[src/rtl/shift_pkg.sv]
// Shared definitions for the multi-cycle shift unit: op codes, FSM states
// and the counter-width helper.
package shift_pkg;

  localparam logic [1:0] OP_LSL = 2'b00;
  localparam logic [1:0] OP_LSR = 2'b01;
  localparam logic [1:0] OP_ASR = 2'b10;
  localparam logic [1:0] OP_ROR = 2'b11;

  localparam logic [1:0] IDLE  = 2'd0;
  localparam logic [1:0] SHIFT = 2'd1;
  localparam logic [1:0] DONE  = 2'd2;

  // Ceiling log2, used to size counters that must hold their maximum value.
  function automatic int clog2(input int v);
    return $clog2(v);
  endfunction

endpackage

[src/rtl/shift_step.sv]
// One cycle of shifting: moves data by k (0..STEP) positions and reports the
// last bit that left the register.
module shift_step
  import shift_pkg::*;
#(
  parameter int WIDTH = 16,
  parameter int STEP  = 1,
  localparam int KW   = clog2(STEP) + 1
) (
  input  logic [WIDTH-1:0] data,
  input  logic [KW-1:0]    k,
  input  logic [1:0]       op,
  input  logic             fill,
  output logic [WIDTH-1:0] shifted,
  output logic             out_bit
);

  // Cascade of STEP single-bit stages, each enabled while its index is below k.
  always_comb begin
    shifted = data;
    out_bit = 1'b0;
    for (int i = 0; i < STEP; i++) begin
      if (KW'(i) < k) begin
        unique case (op)
          OP_LSL: begin
            out_bit = shifted[WIDTH-1];
            shifted = {shifted[WIDTH-2:0], 1'b0};
          end
          OP_LSR: begin
            out_bit = shifted[0];
            shifted = {1'b0, shifted[WIDTH-1:1]};
          end
          OP_ASR: begin
            out_bit = shifted[0];
            shifted = {fill, shifted[WIDTH-1:1]};
          end
          default: begin
            out_bit = shifted[0];
            shifted = {shifted[0], shifted[WIDTH-1:1]};
          end
        endcase
      end
    end
  end

endmodule

[src/rtl/shift_unit.sv]
// Multi-cycle shifter with start/done handshake. Shifts up to STEP bits per
// cycle; result and carry are registered and held until the next start.
module shift_unit
  import shift_pkg::*;
#(
  parameter int WIDTH = 16,
  parameter int STEP  = 1
) (
  input  logic             clk,
  input  logic             reset,
  input  logic             start,
  input  logic [1:0]       op,
  input  logic [WIDTH-1:0] value,
  input  logic [WIDTH-1:0] amount,
  output logic             busy,
  output logic             done,
  output logic [WIDTH-1:0] result,
  output logic             carry
);

  localparam int CW = clog2(WIDTH) + 1;
  localparam int KW = clog2(STEP) + 1;
  localparam logic [WIDTH-1:0] W_VAL = WIDTH'(WIDTH);

  logic [1:0]       state;
  logic [1:0]       op_q;
  logic             sign_q;
  logic [CW-1:0]    remaining;
  logic [CW-1:0]    n;
  logic [KW-1:0]    k;
  logic [WIDTH-1:0] step_data;
  logic             step_bit;
  logic             accept;

  assign busy   = (state == SHIFT);
  assign done   = (state == DONE);
  // DONE accepts a new start just like IDLE, so back-to-back ops have no bubble.
  assign accept = start && (state != SHIFT);

  // Effective amount: plain shifts saturate at WIDTH, rotate wraps modulo WIDTH.
  always_comb begin
    n = '0;
    if (op == OP_ROR) n = CW'(amount % W_VAL);
    else if (amount >= W_VAL) n = CW'(WIDTH);
    else n = CW'(amount);
  end

  // Bits moved this cycle: min(STEP, remaining).
  always_comb begin
    k = '0;
    if (remaining > CW'(STEP)) k = KW'(STEP);
    else k = KW'(remaining);
  end

  shift_step #(.WIDTH(WIDTH), .STEP(STEP)) u_step (
    .data    (result),
    .k       (k),
    .op      (op_q),
    .fill    (sign_q),
    .shifted (step_data),
    .out_bit (step_bit)
  );

  // FSM, amount counter and output registers.
  always_ff @(posedge clk) begin
    if (reset) begin
      state     <= IDLE;
      op_q      <= OP_LSL;
      sign_q    <= 1'b0;
      remaining <= '0;
      result    <= '0;
      carry     <= 1'b0;
    end else if (accept) begin
      result    <= value;
      op_q      <= op;
      sign_q    <= value[WIDTH-1];
      carry     <= 1'b0;
      remaining <= n;
      state     <= (n == '0) ? DONE : SHIFT;
    end else begin
      unique case (state)
        SHIFT: begin
          result    <= step_data;
          carry     <= step_bit;
          remaining <= remaining - CW'(k);
          if (remaining == CW'(k)) state <= DONE;
        end
        DONE:    state <= IDLE;
        default: state <= IDLE;
      endcase
    end
  end

endmodule
[config.mk]
export PLATFORM = sky130hd
export DESIGN_NAME = shift_unit
export DESIGN_NICKNAME = d
export VERILOG_FILES = /design/src/rtl/shift_pkg.sv /design/src/rtl/shift_step.sv /design/src/rtl/shift_unit.sv
export SDC_FILE = /design/constraint.sdc
export NUM_CORES = 1
export LEC_CHECK = 0
export ABC_AREA = 1
export BUFFER_PORTS_ARGS = -buffer_cell sky130_fd_sc_hd__buf_2
export CORE_UTILIZATION = 45
export DETAILED_ROUTE_END_ITERATION = 10
export PLACE_DENSITY = 0.72
export REMOVE_ABC_BUFFERS = 1
export SLEW_MARGIN = 40
export SYNTH_ARGS = -nofsm -noshare
export SYNTH_HDL_FRONTEND = slang
export SYNTH_SLANG_ARGS = --single-unit
[constraint.sdc]
create_clock -name clk -period 1.3 [get_ports clk]
set_input_delay 0.065 -clock clk [delete_from_list [all_inputs] [get_ports clk]]
set_output_delay 0.065 -clock clk [all_outputs]
set_load 0.03 [all_outputs]
Word-level counts from Yosys, hierarchy flattened
Cells that the tools add are included.

storage, ports and cells
  register bits after elaboration = 27
  bits in latches = 0
  memory bits (writable) = 0
  ROM bits = 0
  input bits = 37
  word-level logic and storage cells = 40
  memories = 0

cells by class
  add/subtract/negate cells = 1
  multipliers = 0
  divide/modulo/power cells = 0
  order comparisons = 3
  equal/unequal tests = 8
  shifts and indexed selects = 0
  multiplexer cells = 15
  bitwise operators = 0
  reduce and logical (&&, ||, !) cells = 7

operators with widths
  operator                                                        count
  two-way mux 16 bit                                              3
  one-hot mux 16 bit (3 select lines)                             1
  two-way mux 5 bit                                               4
  >= comparator 16 x 5 -> 1 bit (second input constant)           1
  two-way mux 2 bit                                               4
  equality test 2 bit (second input constant)                     3
  equality test 5 x 1 -> 1 bit                                    1
  greater-than comparator 5 x 1 -> 1 bit (second input constant)  1
  zero test 5 bit                                                 1
  subtractor 5 x 1 -> 5 bit                                       1
  equality test 2 x 1 -> 1 bit (second input constant)            2
  nonzero test 2 bit                                              2
  two-way mux 1 bit                                               3
  != test 3 x 1 -> 1 bit (second input constant)                  1
  zero test 2 bit                                                 1
  != test 2 x 1 -> 1 bit (second input constant)                  1
  AND reduction 2 bit                                             1
  OR reduction 2 bit                                              1
  logical AND 1 bit                                               1
  less-than comparator 1 bit (first input constant)               1

Depth between registers and ports, before layout
  word-level depth = 6
  gate-level depth with buffers = 10
  gate-level depth less buffers = 10

Cells and area by module
Synthesis repeated with hierarchy kept, for this count alone.

unflattened totals
  cells, all modules = 291
  area total of the unflattened synthesis = 2,097.0 um2

by module, submodules not included
  module      instances  cells each  area an instance (um2)
  shift_unit  1          198         1,634.1
  shift_step  1          93          462.9

Least setup slack after synthesis
Ideal clock, no wire load.

  kind = reg-to-reg
  start = register remaining[2]
  end = register remaining[4]
  arrival = 1,269 ps
  data required time = 1,214 ps
  path slack = -55 ps
  cell stages (with the launch flop) = 10
  buffers on the path = 0
  clock period less this slack = 1,355 ps
  cells stage by stage = dfxtp_1 -> nor2_1 -> nand3_1 -> nand2_1 -> inv_1 -> ha_1 -> nand2_1 -> xor2_1 -> nor2_1 -> a211oi_1

on the way
  word-level cells in the longest chain between the ends = 5

ends and longest elaborated chain
  element                                 line              source
  from (decl)                             shift_unit.sv:28  logic [CW-1:0] remaining;
  from (signal assigned)                  shift_unit.sv:78  remaining <= n;
  from (signal assigned)                  shift_unit.sv:85  remaining <= remaining - CW'(k);
  greater-than comparator 5 x 1 -> 1 bit  shift_unit.sv:51  if (remaining > CW'(STEP)) k = KW'(STEP);
  two-way mux 1 bit                       shift_unit.sv:51
  subtractor 5 x 1 -> 5 bit *             shift_unit.sv:85
  two-way mux 5 bit *                     shift_unit.sv:81  unique case (state)
  two-way mux 5 bit *                     shift_unit.sv:73  end else if (accept) begin

Mark *: on every way between the ends. The rest lies on a longest branch, timed or not. The select of a mux whose other input is x is not followed.
A chain may end at the register's enable or synchronous reset.

Worst setup path after layout
  start = register remaining[2]
  end = register result[12]

on the way
  word-level cells in the longest chain between the ends = 5

ends and longest elaborated chain
  element                                 line              source
  greater-than comparator 5 x 1 -> 1 bit  shift_unit.sv:51
  two-way mux 1 bit                       shift_unit.sv:51
  less-than comparator 1 bit              shift_step.sv:23  if (KW'(i) < k) begin
  nonzero test 2 bit (no source line)     -
  AND reduction 2 bit (no source line)    -
  to (signal assigned)                    shift_unit.sv:74  result <= value;
  to (signal assigned)                    shift_unit.sv:83  result <= step_data;
  to (decl)                               shift_unit.sv:17  output logic [WIDTH-1:0] result,

No other way between the ends.

==> metrics.yaml <==
outcome: "finished, violations left"
violations: "negative setup slack"
cap_viol_max_count: 0
p_per_area_nw_per_um2: 1250
nNetsFinal: 374
synth_commonest_cells: "51 x o21ai_0, 49 x nand2_1, 43 x nor2_1"
cp.required_ns: 1.55
io_buffers: 55
synth_edf_count: 0
grt_first_pass_wirelength_um: 6380
setup_violations: 20
grt_start_max_net_pins: 23
crit_arrival_ns: 1.61
synthCells: 255
num-fill-cells: 296
num_io_pins: 56
syn_to_final_growth_pct: 47.0
fin_crit_ns: 1.36
dp_hpwl_um: 2850
ir_drop_v: 0.000597
holdCritPathClass: "input pin to flip-flop"
place_congestion: 0.790
syn_area_um2: 1610
antenna_left: 0
antenna_found_initial: 0
start_util_pct: 47.4
first_pass_iters: 4
rsz0062_at_grt: "true"
synth_seq_cells: 27
seq_area_frac_synth_pct: 33.6
grt-ovfl-total: 0
vias_per_cell: 4.87
clk_latency_ns: 0.34
skew_ns: 0.00144
wl_per_cell_um: 12.0
place_ws_ns: -0.137
timing.final.crit_share_pct: 104
multi_input_area_um2: 992
tightest_slew_ns: 0.300
h-tree-depth: 1
finalHoldViolCount: 0
wirelength_um: 4570
path_max_fanout: 5
cts_buffer_depth: 2
clock_sinks: 27
vias: 1852
synth_area_leaders: "dfxtp_1 34%, o21ai_0 16%, nand2_1 11%"
die_w_um: 61.8
ys.flop_type: "dfxtp_1"
max_freq_ghz: 0.737
fin_hold_ws_ns: 0.0264
drv_slew: 0
cts_buffers: 3
track_usage_pct: 22.7
grt_pass1_vias: 1512
cts.clk_slew.worst_paths_ns: 0.15
end_kind: "flip-flop"
drive_above_1_share_pct: 38.9
core-area_um2: 3390
initialDrtViolationCount: 70
die_y_um: 61.8
antenna_cells: 0
synth_most_common_cell: "o21ai_0"
num_rows: 21
cts_tree: "yes"
start_kind: "flip-flop"
setup_slack_ns: -0.0575
yosys_warnings: 0
drc_errors: 0
crit_type: "flip-flop to flip-flop"
relSlewSlack_pct: 79.9
dieArea_um2: 3810
ff_latch_area_um2: 549
p_leak_nw: 1.14
synth_cell_types: 26
synth-async-reset-ratio_pct: 0
cts_root_buf: "clkbuf_4"
syn_avg_cell_area_um2: 6.30
yosysTopAreaCell: "dfxtp_1"
synth.top_cell.area_share_pct: 33.6
## metrics by stage
stage	setup TNS (ns)	power (mW)	utilization, %	area [um2]	instances
floorplan	-1.44	1.78	-	1520	243
global placement	-0.136	2.21	59.5	2020	363
detailed placement	-0.323	2.23	59.5	2020	363
CTS	-0.196	2.67	63.1	2140	373
global route	-2.26	3.16	69.7	2360	380
finish	-0.709	2.94	69.7	2360	380
## cell type report
class	count	area share [%]
Timing Repair inverter	1	0.689
Clock inverter	1	0.212
Tap cell	46	2.44
Multi-Input combinational cell	185	42.0
Timing Repair Buffer	86	24.9
Clock buffer	3	0.953
Sequential cell	27	23.3
Inverter	31	5.56
## path summary, 6_finish.rpt
check | start | end | slack, ns | cells past startpoint
max | remaining[2] | result[12] | -0.06 | 8
min | op[0] | op_q[0] | 0.03 | 3
max reg2reg | remaining[2] | result[12] | -0.06 | 8
min reg2reg | sign_q | sign_q | 0.49 | 2
## timing repair
action	in CTS	in global routing
setup endpoints to repair	4	24
gates resized for setup	15	52
pin swaps	9	18
buffers inserted	2	3
hold buffers	4	0
endpoints found under the hold margin	6	0
cloned	0	4
## metal layers
| layer | GRT usage, % | wire, um |
|---|---|---|
| met4 | 9.84 | 63 |
| met2 | 39.3 | 2270 |
| met1 | 28.3 | 2040 |
| met5 | 0 | 0 |
| met3 | 2.90 | 195 |
## cells by family (layout without fill, tap and decap cells)
logic type	Yosys count	in the layout	share of synthesized area [%]
compound gates	70	70	22.3
xor+xnor	2	2	1.09
fa+ha+maj	2	2	1.56
buf+inv	43	122	13.1
flops	27	27	33.6
simple gates	111	111	28.3
## registers in the layout, indices dropped and copies added (netlist names)
name,count
remaining,5
carry,1
state,2
sign_q,1
op_q,2
result,16
## power breakdown
part           internal (mW)  total [mW]  switching [mW]
Clock                  0.116       0.375           0.259
Sequential             0.951        1.07           0.119
Combinational          0.643        1.50           0.853
## placed cells by master, fill, tap and decap left out, types with 7 or more instances in the layout
| cell type | count |
|---|---|
| a21oi_1 | 8 |
| inv_1 | 25 |
| buf_4 | 22 |
| nor2_1 | 37 |
| dfxtp_1 | 22 |
| buf_2 | 54 |
| o21ai_1 | 13 |
| o21ai_0 | 33 |
| nand3_1 | 7 |
| nand2_1 | 46 |
| o21ai_2 | 10 |
## worst max-delay path: stages (launching register included)
cell and delay, ns:
dfxtp_2 0.36, buf_4 0.14, nor2_4 0.07, nand4_1 0.11, nand2_1 0.13, nand2_4 0.10, clkbuf_16 0.18, o21ai_1 0.12
nor2_1 0.06
(Power assumes the default switching activity.)
